### config.mk
export PLATFORM = sky130hd
export DESIGN_NAME = mips_boot_loader
export DESIGN_NICKNAME = d
export VERILOG_FILES = /design/src/rtl/mips_boot_loader.sv
export SDC_FILE = /design/constraint.sdc
export NUM_CORES = 1
export LEC_CHECK = 0
export ABC_AREA = 1
export CORE_ASPECT_RATIO = 0.7
export CORE_MARGIN = 2
export CORE_UTILIZATION = 48
export DETAILED_ROUTE_END_ITERATION = 12
export PLACE_DENSITY = 0.81
export RECOVER_POWER = 50
export SETUP_SLACK_MARGIN = 0.5
export SLEW_MARGIN = 10
export SYNTH_ARGS = -nofsm -noshare
export SYNTH_HDL_FRONTEND = slang
export SYNTH_SLANG_ARGS = --single-unit
### constraint.sdc
create_clock -name clk -period 1.7 [get_ports clk]
set_clock_uncertainty 0.05 [all_clocks]
set_input_delay 0.51 -clock clk [delete_from_list [all_inputs] [get_ports clk]]
set_output_delay 0.51 -clock clk [all_outputs]
set_load 0.005 [all_outputs]
### src/rtl/mips_boot_loader.sv
// Boot loader: assembles a little-endian byte stream into 32-bit words, writes them
// into instruction memory, then holds the MIPS core in reset briefly before releasing it.
module mips_boot_loader #(
  parameter int WORDS       = 256,
  parameter int HOLD_CYCLES = 4
) (
  input  logic        clk,
  input  logic        reset,
  input  logic        start,
  input  logic [8:0]  len,
  input  logic        s_valid,
  input  logic [7:0]  s_data,
  output logic        s_ready,
  output logic        imem_we,
  output logic [7:0]  imem_addr,
  output logic [31:0] imem_wdata,
  output logic        cpu_reset,
  output logic        busy,
  output logic        done,
  output logic        err
);

  localparam int         HCW     = (HOLD_CYCLES > 1) ? $clog2(HOLD_CYCLES) : 1;
  localparam logic [8:0] WORDS_L = 9'(WORDS);

  typedef enum logic [2:0] {IDLE, LOAD, WRITE, HOLD, RUN} state_t;

  state_t           state;
  logic [8:0]       len_q;
  logic [8:0]       word_cnt;
  logic [1:0]       byte_cnt;
  logic [23:0]      word_buf;
  logic [HCW-1:0]   hold_cnt;
  logic             len_ok;

  assign len_ok = (len != 9'd0) && (len <= WORDS_L);

  // Outputs are registered alongside the state, so each branch sets the outputs
  // that belong to the state being entered.
  always_ff @(posedge clk or negedge reset) begin
    if (!reset) begin
      state      <= IDLE;
      len_q      <= '0;
      word_cnt   <= '0;
      byte_cnt   <= '0;
      word_buf   <= '0;
      hold_cnt   <= '0;
      s_ready    <= 1'b0;
      imem_we    <= 1'b0;
      imem_addr  <= '0;
      imem_wdata <= '0;
      cpu_reset  <= 1'b1;
      busy       <= 1'b0;
      done       <= 1'b0;
      err        <= 1'b0;
    end else begin
      err     <= 1'b0;
      imem_we <= 1'b0;
      case (state)
        IDLE, RUN: begin
          if (start) begin
            if (len_ok) begin
              state     <= LOAD;
              len_q     <= len;
              word_cnt  <= '0;
              byte_cnt  <= '0;
              s_ready   <= 1'b1;
              busy      <= 1'b1;
              done      <= 1'b0;
              cpu_reset <= 1'b1;
            end else begin
              err <= 1'b1;
            end
          end
        end
        LOAD: begin
          if (s_valid && s_ready) begin
            byte_cnt <= byte_cnt + 2'd1;
            case (byte_cnt)
              2'd0: word_buf[7:0]   <= s_data;
              2'd1: word_buf[15:8]  <= s_data;
              2'd2: word_buf[23:16] <= s_data;
              default: begin
                // Fourth byte goes straight into the write data; no extra buffer stage.
                state      <= WRITE;
                s_ready    <= 1'b0;
                imem_we    <= 1'b1;
                imem_addr  <= word_cnt[7:0];
                imem_wdata <= {s_data, word_buf};
              end
            endcase
          end
        end
        WRITE: begin
          word_cnt <= word_cnt + 9'd1;
          if (word_cnt + 9'd1 == len_q) begin
            state    <= HOLD;
            hold_cnt <= HCW'(HOLD_CYCLES - 1);
          end else begin
            state   <= LOAD;
            s_ready <= 1'b1;
          end
        end
        HOLD: begin
          if (hold_cnt == '0) begin
            state     <= RUN;
            cpu_reset <= 1'b0;
            busy      <= 1'b0;
            done      <= 1'b1;
          end else begin
            hold_cnt <= hold_cnt - 1'b1;
          end
        end
        default: begin
          state     <= IDLE;
          s_ready   <= 1'b0;
          cpu_reset <= 1'b1;
          busy      <= 1'b0;
          done      <= 1'b0;
        end
      endcase
    end
  end

endmodule

==> run summary <==
leading area contributor after synthesis: dfrtp_1
Rows: 28
clock root cell: clkbuf_16
initial cell density of the core: 0.501
Clock Latency Late Sink: 0.37 ns
failing checks: setup timing
pin slew with the least headroom to its limit: 1.28 ns
most frequent cells in the layout: nand2_1, dfrtp_1, nand2_2
Final WS setup: -0.158 ns
chip width: 117 um
Worst-path clk slew: 0.07 ns
Final Hold Fails: 0
die height: 83.2 um
Syn Area/Cell: 8.62 sq um
Reg-to-Reg Start: word_cnt[1]$_DFFE_PN0P_
vias in the first global route: 4146
slew margin rel.: 0.149
Setup Crit Path Kind: flip-flop to flip-flop
achievable frequency: 538 MHz
Netlist cell types: 28
fin crit period: 1.86 ns
Synth Area in Compound Gates: 0.0742
Clock Sinks: 95
H-tree depth: 3
Syn Std Cell Area: 4300 sq um
CTS tree: yes
layout net count: 704
core footprint: 8580 sq um
port bufs: 66
layout cells sized above 1: 0.603
dominant cells by area after synthesis: dfrtp_1, nand2_1, inv_1
first-pass GRT wire length: 21100 um
critical path launch point: word_cnt[1]$_DFFE_PN0P_
Post-Syn Nets: 526
gpl congestion: 0.918
Sequential Area: 2390 sq um
drc violations: 0
antenna-violating nets left: 0
Routed wire per std cell: 22.1 um
clock buffer depth: 2
Filler Cell Count: 405
total routed wirelength: 17700 um
outcome: finished, violations left
worst vdd ir: 0.000944 V
Leakage: 3.58 nW
# Max-Cap Violations: 0
CP max FO: 6
Synth Warn #: 0
max-slew violations: 0
final hold slack: 0.312 ns
grt ovf: 0
overall die area: 9750 sq um
vias after detailed routing: 4749
Reg2Reg Setup Slack: -0.16 ns
largest family of logic cells by synthesized area: simple AND/OR/NAND/NOR gates
initial DRC count: 696
post-synthesis adder-cell area fraction: 0.0175
crit share post-route: 1.09
Reg2Reg Depth: 12
CTS buffer count: 9
top-area cell type share of the netlist area: 0.547
Seq/Total Area, Yosys: 0.553
Hold/Removal Path Class: input pin to async pin
multi-input combinational cell area: 2570 sq um
crit start category: flip-flop
Simple-Gate Fraction of Synth Area: 0.288
post-synthesis register bit count: 95
detailed placement HPWL: 6940 um
Gate Count Post-Synth: 499
DR pass1 iterations: 6
largest net degree at the start of global routing: 55
CP arrival: 2.07 ns
XOR/XNOR Fraction of Synth Area: 0.00204
setup violators final: 56
end of the worst register-to-register path: s_ready$_DFFE_PN0P_
P&R area growth vs syn: 65.0%
post-synthesis mux area share: 0
antenna cell count: 0
RSZ-0062 raised after global routing: true
most common cell after layout, fill and taps aside: nand2_1
cell area power density: 1560 nW/um^2
gr usage total: 0.280
CP Capture Type: flip-flop
total power: 11.1 mW
data required time of the worst path: 1.91 ns
num ports: 67
total negative slack: -4.63 ns
antenna violations before repair: 0
Vias/cell: 5.92
[worst max-delay path by stage]
stage | endpoint | slack (ns) | depth (start not counted)
global placement | len_q[3]$_DFFE_PN0P_ | -0.45 | 11
global route | state[1]$_DFFE_PN0P_ | -0.23 | 12
floorplan | word_cnt[5]$_DFFE_PN0P_ | 0.18 | 10
finish | s_ready$_DFFE_PN0P_ | -0.16 | 12
detailed placement | len_q[6]$_DFFE_PN0P_ | -0.50 | 11
CTS | hold_cnt[1]$_DFFE_PN0P_ | 0.05 | 10
[what timing repair did]
| action | in CTS | in global routing |
|---|---|---|
| buffers inserted | 40 | 40 |
| resized for setup | 316 | 220 |
| hold buffers | 1 | 0 |
| endpoints found under the setup margin | 141 | 154 |
| endpoints found under the hold margin | 13 | 0 |
| cloned | 9 | 5 |
| pin swaps | 15 | 47 |
[cell usage after synthesis (all sizes together)]
library cell,n
xnor2,1
nand3,34
ha,6
nand3b,3
a21oi,1
o21ai,56
clkbuf,3
nand4,2
inv,49
dfrtp,94
dfstp,1
nor3,1
nor2,25
buf,11
nand2,212
[cell families after synthesis]
| kind of cell | after synthesis |
|---|---|
| AO/OA/AOI/OAI | 57 |
| XOR/XNOR | 1 |
| adder cells (fa/ha/maj) | 6 |
| buffers and inverters | 63 |
| flip-flops | 95 |
| AND/OR/NAND/NOR | 277 |
[final cells by class]
type / count / share of cell area
multi-input combinational: 347 / 0.362
sequential: 95 / 0.337
timing repair buffer: 169 / 0.191
clock buffer: 9 / 0.0317
inverter: 49 / 0.0287
tap: 120 / 0.0211
timing repair inverter: 6 / 0.0164
clock inverter: 7 / 0.0129
[worst max-delay path, cell delays in order (launching register included)]
cell      delay, ns
dfrtp_2        0.45
ha_4           0.23
nand3_4        0.11
inv_2          0.11
nand2_2        0.06
nand2_2        0.10
nand3b_1       0.13
nand2_2        0.12
nor2_4         0.05
nand2_4        0.13
nand2_1        0.09
nand2_1        0.08
nand2_1        0.05
[report_power, final]
part | total, mW | switching (mW) | leakage [nW] | internal, mW
logic | 5.16 | 2.94 | 2.17 | 2.22
clock network | 2.21 | 1.04 | 0.151 | 1.18
registers | 3.74 | 0.765 | 1.26 | 2.97
[routing by layer]
metal	global-route usage	vias to the layer above	share of wire
li1	-	1936	-
met1	0.363	2314	0.37
met2	0.439	373	0.47
met3	0.0898	126	0.093
met4	0.103	0	0.069
met5	0	-	0
[flip-flops by register name (all words and copies together), names as in the netlist]
signal and cells:
hold_cnt 2, imem_we 1, imem_addr 8, s_ready 1, done 1, err 1, len_q 9, state 3
busy 1, cpu_reset 1, byte_cnt 2, word_cnt 9, imem_wdata 32, word_buf 24
[through the flow]
| step | cell area (sq um) | utilization | cells | worst slack (ns) |
|---|---|---|---|---|
| global placement | 5290 | 0.616 | 691 | -0.449 |
| floorplan | 4390 | - | 499 | 0.180 |
| global route | 7100 | 0.827 | 802 | -0.233 |
| detailed placement | 5290 | 0.616 | 691 | -0.502 |
| finish | 7100 | 0.827 | 802 | -0.158 |
| CTS | 6100 | 0.711 | 757 | 0.0463 |
No activity file was read; power rests on OpenSTA's default activity.
